[config.mk]
export PLATFORM = sky130hd
export DESIGN_NAME = htif_pcr_master_flat
export DESIGN_NICKNAME = d
export VERILOG_FILES = /design/src/rtl/htif_pcr_master_if.sv /design/src/rtl/htif_pcr_master.sv /design/src/flat_wrapper.sv
export SDC_FILE = /design/constraint.sdc
export NUM_CORES = 1
export LEC_CHECK = 0
export CAP_MARGIN = 20
export CELL_PAD_IN_SITES_DETAIL_PLACEMENT = 1
export CELL_PAD_IN_SITES_GLOBAL_PLACEMENT = 1
export CORE_ASPECT_RATIO = 1.1
export CORE_MARGIN = 2
export CORE_UTILIZATION = 35
export DETAILED_ROUTE_END_ITERATION = 6
export PLACE_DENSITY = 0.91
export SYNTH_ARGS = -nofsm -noshare
export SYNTH_HDL_FRONTEND = slang
export SYNTH_SLANG_ARGS = --single-unit
[constraint.sdc]
create_clock -name clk -period 5.76 [get_ports clk]
set_input_delay 0.864 -clock clk [delete_from_list [all_inputs] [get_ports clk]]
set_output_delay 0.864 -clock clk [all_outputs]
set_load 0.05 [all_outputs]
[src/rtl/htif_pcr_master_if.sv]
// rtl/htif_pcr_master_if.sv - command, response and PCR request/reply signal bundle for htif_pcr_master
interface htif_pcr_master_if #(
    parameter int ADDR_W = 12,
    parameter int DATA_W = 64
);
    logic              cmd_valid;
    logic              cmd_ready;
    logic              cmd_rw;
    logic [ADDR_W-1:0] cmd_addr;
    logic [DATA_W-1:0] cmd_data;

    logic              rsp_valid;
    logic              rsp_ready;
    logic [DATA_W-1:0] rsp_data;
    logic              rsp_timeout;

    logic              pcr_req_valid;
    logic              pcr_req_ready;
    logic              pcr_req_rw;
    logic [ADDR_W-1:0] pcr_req_addr;
    logic [DATA_W-1:0] pcr_req_data;

    logic              pcr_rep_valid;
    logic              pcr_rep_ready;
    logic [DATA_W-1:0] pcr_rep_data;

    modport master (
        input  cmd_valid, cmd_rw, cmd_addr, cmd_data, rsp_ready,
               pcr_req_ready, pcr_rep_valid, pcr_rep_data,
        output cmd_ready, rsp_valid, rsp_data, rsp_timeout,
               pcr_req_valid, pcr_req_rw, pcr_req_addr, pcr_req_data, pcr_rep_ready
    );

    modport slave (
        output cmd_valid, cmd_rw, cmd_addr, cmd_data, rsp_ready,
               pcr_req_ready, pcr_rep_valid, pcr_rep_data,
        input  cmd_ready, rsp_valid, rsp_data, rsp_timeout,
               pcr_req_valid, pcr_req_rw, pcr_req_addr, pcr_req_data, pcr_rep_ready
    );
endinterface

[src/rtl/htif_pcr_master.sv]
// rtl/htif_pcr_master.sv - single-outstanding HTIF PCR initiator with reply timeout
module htif_pcr_master #(
    parameter int ADDR_W  = 12,
    parameter int DATA_W  = 64,
    parameter int TIMEOUT = 256
) (
    input  logic               clk,
    input  logic               rst,
    htif_pcr_master_if.master  bus,
    output logic               busy,
    output logic [7:0]         stray_cnt
);
    localparam logic [15:0] TIMER_LOAD = 16'(TIMEOUT - 1);

    typedef enum logic [1:0] {IDLE, REQ, WAIT, RSP} state_t;

    state_t            state;
    state_t            state_nxt;
    logic [15:0]       timer;
    logic              expired;
    logic              req_rw;
    logic [ADDR_W-1:0] req_addr;
    logic [DATA_W-1:0] req_data;
    logic [DATA_W-1:0] rsp_data_q;
    logic              rsp_timeout_q;
    logic              timeout_now;

    assign expired = (timer == 16'd0);

    // A handshake in the expiring cycle takes priority over the timeout.
    assign timeout_now = expired &&
                         (((state == REQ)  && !bus.pcr_req_ready) ||
                          ((state == WAIT) && !bus.pcr_rep_valid));

    always_ff @(posedge clk or negedge rst) begin
        if (!rst) begin
            state <= IDLE;
        end else begin
            state <= state_nxt;
        end
    end

    always_comb begin
        state_nxt = state;
        case (state)
            IDLE: if (bus.cmd_valid) state_nxt = REQ;
            REQ: begin
                if (bus.pcr_req_ready)  state_nxt = WAIT;
                else if (expired)       state_nxt = RSP;
            end
            WAIT: if (bus.pcr_rep_valid || expired) state_nxt = RSP;
            RSP:  if (bus.rsp_ready) state_nxt = IDLE;
            default: state_nxt = IDLE;
        endcase
    end

    always_ff @(posedge clk or negedge rst) begin
        if (!rst) begin
            timer         <= '0;
            req_rw        <= 1'b0;
            req_addr      <= '0;
            req_data      <= '0;
            rsp_data_q    <= '0;
            rsp_timeout_q <= 1'b0;
            stray_cnt     <= '0;
        end else begin
            case (state)
                IDLE: begin
                    if (bus.cmd_valid) begin
                        req_rw   <= bus.cmd_rw;
                        req_addr <= bus.cmd_addr;
                        req_data <= bus.cmd_data;
                        timer    <= TIMER_LOAD;
                    end
                end
                REQ, WAIT: begin
                    // Hold at zero so a request accepted on its last cycle still
                    // leaves WAIT with a bounded (one-cycle) reply window.
                    if (!expired) timer <= timer - 16'd1;
                    if ((state == WAIT) && bus.pcr_rep_valid) begin
                        rsp_data_q    <= bus.pcr_rep_data;
                        rsp_timeout_q <= 1'b0;
                    end else if (timeout_now) begin
                        rsp_data_q    <= '0;
                        rsp_timeout_q <= 1'b1;
                    end
                end
                default: ;
            endcase

            if (bus.pcr_rep_valid && bus.pcr_rep_ready && (state != WAIT) &&
                (stray_cnt != 8'hFF)) begin
                stray_cnt <= stray_cnt + 8'd1;
            end
        end
    end

    assign bus.cmd_ready     = (state == IDLE);
    assign bus.pcr_req_valid = (state == REQ);
    assign bus.pcr_rep_ready = (state == IDLE) || (state == WAIT);
    assign bus.rsp_valid     = (state == RSP);
    assign bus.pcr_req_rw    = req_rw;
    assign bus.pcr_req_addr  = req_addr;
    assign bus.pcr_req_data  = req_data;
    assign bus.rsp_data      = rsp_data_q;
    assign bus.rsp_timeout   = rsp_timeout_q;
    assign busy              = (state != IDLE);
endmodule

[src/flat_wrapper.sv]
// flat-port wrapper written by rule: the top's interface ports become plain ports
module htif_pcr_master_flat 
#(
    parameter int ADDR_W  = 12,
    parameter int DATA_W  = 64,
    parameter int TIMEOUT = 256
)
  (clk, rst, busy, stray_cnt, bus_cmd_valid, bus_cmd_rw, bus_cmd_addr, bus_cmd_data, bus_rsp_ready, bus_pcr_req_ready, bus_pcr_rep_valid, bus_pcr_rep_data, bus_cmd_ready, bus_rsp_valid, bus_rsp_data, bus_rsp_timeout, bus_pcr_req_valid, bus_pcr_req_rw, bus_pcr_req_addr, bus_pcr_req_data, bus_pcr_rep_ready);
  htif_pcr_master_if #(.ADDR_W(ADDR_W), .DATA_W(DATA_W)) bus_i ();
  input  logic clk;
  input  logic rst;
  output logic busy;
  output logic [7:0] stray_cnt;
  input wire logic [$bits(bus_i.cmd_valid)-1:0] bus_cmd_valid;
  input wire logic [$bits(bus_i.cmd_rw)-1:0] bus_cmd_rw;
  input wire logic [$bits(bus_i.cmd_addr)-1:0] bus_cmd_addr;
  input wire logic [$bits(bus_i.cmd_data)-1:0] bus_cmd_data;
  input wire logic [$bits(bus_i.rsp_ready)-1:0] bus_rsp_ready;
  input wire logic [$bits(bus_i.pcr_req_ready)-1:0] bus_pcr_req_ready;
  input wire logic [$bits(bus_i.pcr_rep_valid)-1:0] bus_pcr_rep_valid;
  input wire logic [$bits(bus_i.pcr_rep_data)-1:0] bus_pcr_rep_data;
  output wire logic [$bits(bus_i.cmd_ready)-1:0] bus_cmd_ready;
  output wire logic [$bits(bus_i.rsp_valid)-1:0] bus_rsp_valid;
  output wire logic [$bits(bus_i.rsp_data)-1:0] bus_rsp_data;
  output wire logic [$bits(bus_i.rsp_timeout)-1:0] bus_rsp_timeout;
  output wire logic [$bits(bus_i.pcr_req_valid)-1:0] bus_pcr_req_valid;
  output wire logic [$bits(bus_i.pcr_req_rw)-1:0] bus_pcr_req_rw;
  output wire logic [$bits(bus_i.pcr_req_addr)-1:0] bus_pcr_req_addr;
  output wire logic [$bits(bus_i.pcr_req_data)-1:0] bus_pcr_req_data;
  output wire logic [$bits(bus_i.pcr_rep_ready)-1:0] bus_pcr_rep_ready;
  assign bus_i.cmd_valid = bus_cmd_valid;
  assign bus_i.cmd_rw = bus_cmd_rw;
  assign bus_i.cmd_addr = bus_cmd_addr;
  assign bus_i.cmd_data = bus_cmd_data;
  assign bus_i.rsp_ready = bus_rsp_ready;
  assign bus_i.pcr_req_ready = bus_pcr_req_ready;
  assign bus_i.pcr_rep_valid = bus_pcr_rep_valid;
  assign bus_i.pcr_rep_data = bus_pcr_rep_data;
  assign bus_cmd_ready = bus_i.cmd_ready;
  assign bus_rsp_valid = bus_i.rsp_valid;
  assign bus_rsp_data = bus_i.rsp_data;
  assign bus_rsp_timeout = bus_i.rsp_timeout;
  assign bus_pcr_req_valid = bus_i.pcr_req_valid;
  assign bus_pcr_req_rw = bus_i.pcr_req_rw;
  assign bus_pcr_req_addr = bus_i.pcr_req_addr;
  assign bus_pcr_req_data = bus_i.pcr_req_data;
  assign bus_pcr_rep_ready = bus_i.pcr_rep_ready;
  htif_pcr_master #(.ADDR_W(ADDR_W), .DATA_W(DATA_W), .TIMEOUT(TIMEOUT)) u_core (.clk(clk), .rst(rst), .bus(bus_i), .busy(busy), .stray_cnt(stray_cnt));
endmodule
==> results.ini <==
[status]
status = completed

[sta]
timing_worst_slew_pin_value_ns = 1.04
rsz0062_at_grt = false
fin_max_slew_vios = 0
final_total_negative_setup_slack_ns = 0
timing.fmax_ghz = 0.319
maxSlewHeadroom_pct = 30.7
fin_crit_ns = 3.13
final.period_utilization_pct = 54.4
skew_ns = 0.0122
hold_viol = 0
setup-violations-final = 0

[floorplanning]
floorplan.die.width_um = 135
dieHeight_um = 148
start_util_pct = 35.8
core.rowCount = 52
fp.dieArea_um2 = 20000
core_area_um2 = 18400
top_level_ports = 302

[global_route]
globalRouteTotalUtil_pct = 21.0
grt_pass1_vias = 5621
pin_count_of_the_biggest_net_entering_global_routing = 105
grt.overflow.total = 0
wire_length_of_the_first_global_routing_pass_um = 31900
antenna_found_initial = 0

[hold_path]
worstHoldPathType = reg2reg

[critical_path]
start_kind = register
critPathBufInv = 2
critical-path-max-stage-delay_ns = 0.80
critPathKind = reg2out
worst-r2r-setup-slack_ns = 2.83
worstPathMaxFanout = 8
critical_path_arrival_ns = 2.27
critical_path.top_delay_family = buffers and inverters
nature_of_the_critical_path_endpoint = output pin
timing.critical_path.required_ns = 4.90
critical-path-slowest-cell = sky130_fd_sc_hd__clkdlybuf4s50_1
cp_cell_sequence = inv_1, ha_1, or2_2, clkdlybuf4s50_1

[logic_synthesis]
simple_gate_share_of_the_synthesized_area_pct = 6.24
combinational_family_with_the_most_area_after_synthesis = multiplexers
syn-cell-area_um2 = 6600
post_synthesis_instance_total = 460
post_synth_fa_ha_maj_area_fraction_pct = 1.14
postSynth.topFlopCell = sky130_fd_sc_hd__dfrtp_1
seq_area_frac_synth_pct = 63.7
yosys.area_share.xor_xnor_pct = 1.73
edff_count_synth = 0
yosys.cell_types.count = 41
synth-compound-area-share_pct = 11.1
yosys_warnings = 0
postSynthAreaPerCell_um2 = 14.3
number_of_flip_flops_and_latches_in_the_synthesized_netlist = 168
async_flop_share_pct = 100
yosys-mux-area-fraction_pct = 13.3
post_synth_net_total = 613

[place]
placedInstanceArea_um2 = 9820
quantity_of_i_o_buffers_inserted_on_ports = 301
gp_congestion = 0.792
detailed_place_hpwl_um = 15100

[routing]
drt_first_iter_violations = 157
drc = 0
dr.pass1.iters = 4
vias_per_cell = 5.01
route.final.wire_length_um = 21000
antenna_violating_nets_post_route = 0
wl_per_cell_um = 20.7
num_vias = 5084

[layout]
num_antenna_cells = 0
stdcell_area_um2 = 10400
layout-drive-gt1-share_pct = 16.3
filler_cell_count = 1793
final_nets = 912
final_core_utilization_pct = 56.7
synthToLayoutAreaGrowth_pct = 58.1

[clocking]
cts_sinks = 168
clk-insertion-delay-late_ns = 0.43
clkTransAtPathRegs_ns = 0.06
max-clock-path-buffers = 2
cts_h_tree_depth = 4
post-cts-setup-buffers = 0
post_cts_resize_count = 0
ctsRootBufferMaster = sky130_fd_sc_hd__clkbuf_16
cts_made_buffers = 17
tritoncts = done
hold_buffers = 0

[power]
irDropWorstVdd_uv = 404
switching_share_pct = 48.0
static-leakage-power_nw = 4.50
p_per_cell_area_nw_per_um2 = 719
cell_internal_pwr_mw = 3.90
comb_power_share_pct = 57.1
total_power_mw = 7.51
sw_pwr_mw = 3.60
pwr-share-seq_pct = 27.5
power.clock.fraction_pct = 15.4

[flow_run]
cap_violations = 0

[kinds of logic after synthesis]
logic type               Yosys count
AND/OR/NAND/NOR                   69
adder cells (fa/ha/maj)            6
multiplexers                      78
AO/OA/AOI/OAI                     90
buffers and inverters             36
flip-flops                       168
XOR/XNOR                          13
[sequential cells by signal (all words and copies together), names as in the netlist]
name,flops
u_core.bus.rsp_timeout,1
u_core.state,2
u_core.stray_cnt,8
u_core.bus.pcr_req_addr,12
u_core.bus.pcr_req_rw,1
u_core.bus.pcr_req_data,64
u_core.bus.rsp_data,64
u_core.timer,16
[final cells by class]
class                           instances  area [um2]  share of cell area [%]
Tap cell                              243         304                    2.91
Timing Repair Buffer                  305        3060                    29.3
Inverter                               11        41.3                   0.396
Clock buffer                           20         467                    4.47
Clock inverter                         12         129                    1.23
Sequential cell                       168        4200                    40.3
Multi-Input combinational cell        256        2230                    21.4
[final timing paths]
path / start / endpoint / cells after the start
max in group asynchronous: rst / u_core.bus.pcr_req_data[17] / 2
worst max register to register: u_core.timer[0] / u_core.bus.rsp_data[15] / 8
min in group asynchronous: rst / u_core.bus.rsp_data[61] / 1
worst min register to register: u_core.stray_cnt[5] / u_core.stray_cnt[5] / 1
worst max-delay path: u_core.state[0] / bus_pcr_rep_ready / 4
worst min-delay path: u_core.stray_cnt[5] / u_core.stray_cnt[5] / 1
[power groups by stage]
stage               Clock [mW]  Sequential [mW]  Combinational [mW]
finish                    1.16             2.07                4.28
CTS                       1.19             2.07                4.32
global placement             0             2.03                4.21
floorplan                    0             3.89               0.894
global route              1.24             2.13                4.45
detailed placement           0             2.08                4.30
[cell usage after synthesis (all sizes together), types with 2 or more instances]
master	instances	area (um2)
clkbuf	14	52.6
and2	5	31.3
ha	6	75.1
xnor2	10	87.6
a22o	65	569
or4	5	41.3
a21oi	7	35.0
nor4	8	71.3
dfrtp	168	4200
or2	4	25.0
mux2	78	878
buf	11	87.6
inv	11	41.3
or3	3	18.8
nand2	11	41.3
a211o	2	17.5
nand4	6	37.5
xor2	3	26.3
nor2	14	52.6
o21ai	5	25.0
and3	3	18.8
a31oi	4	25.0
o41ai	2	17.5
nor2b	2	12.5
nor3	2	10.0
[placed cells by master (no fill, tap or decap), types with 7 or more instances in the layout]
cell type / instances
sky130_fd_sc_hd__clkdlybuf4s50_1: 300
sky130_fd_sc_hd__dfrtp_1: 168
sky130_fd_sc_hd__mux2_2: 78
sky130_fd_sc_hd__a22o_1: 65
sky130_fd_sc_hd__clkbuf_16: 17
sky130_fd_sc_hd__nor2_1: 14
sky130_fd_sc_hd__inv_1: 11
sky130_fd_sc_hd__nand2_1: 10
sky130_fd_sc_hd__xnor2_1: 10
sky130_fd_sc_hd__a21oi_1: 7
[routing by layer]
layer | part of all wire [%] | routed length (um) | GRT usage (%) | vias up
met5 | 0 | 0 | 0 | -
met4 | 2.8 | 578 | 7.92 | 0
met3 | 9.2 | 1930 | 8.13 | 34
met2 | 52 | 10900 | 36.8 | 237
met1 | 36 | 7580 | 22.8 | 2536
li1 | - | - | - | 2277
[per-stage QoR]
step	instances	setup slack [ns]	hold slack, ns
detailed placement	982	2.58	0.481
global placement	982	2.62	0.479
floorplan	460	3.46	0.458
CTS	1014	2.56	0.490
global route	1015	2.53	0.516
finish	1015	2.63	0.493
(Power assumes the default switching activity.)
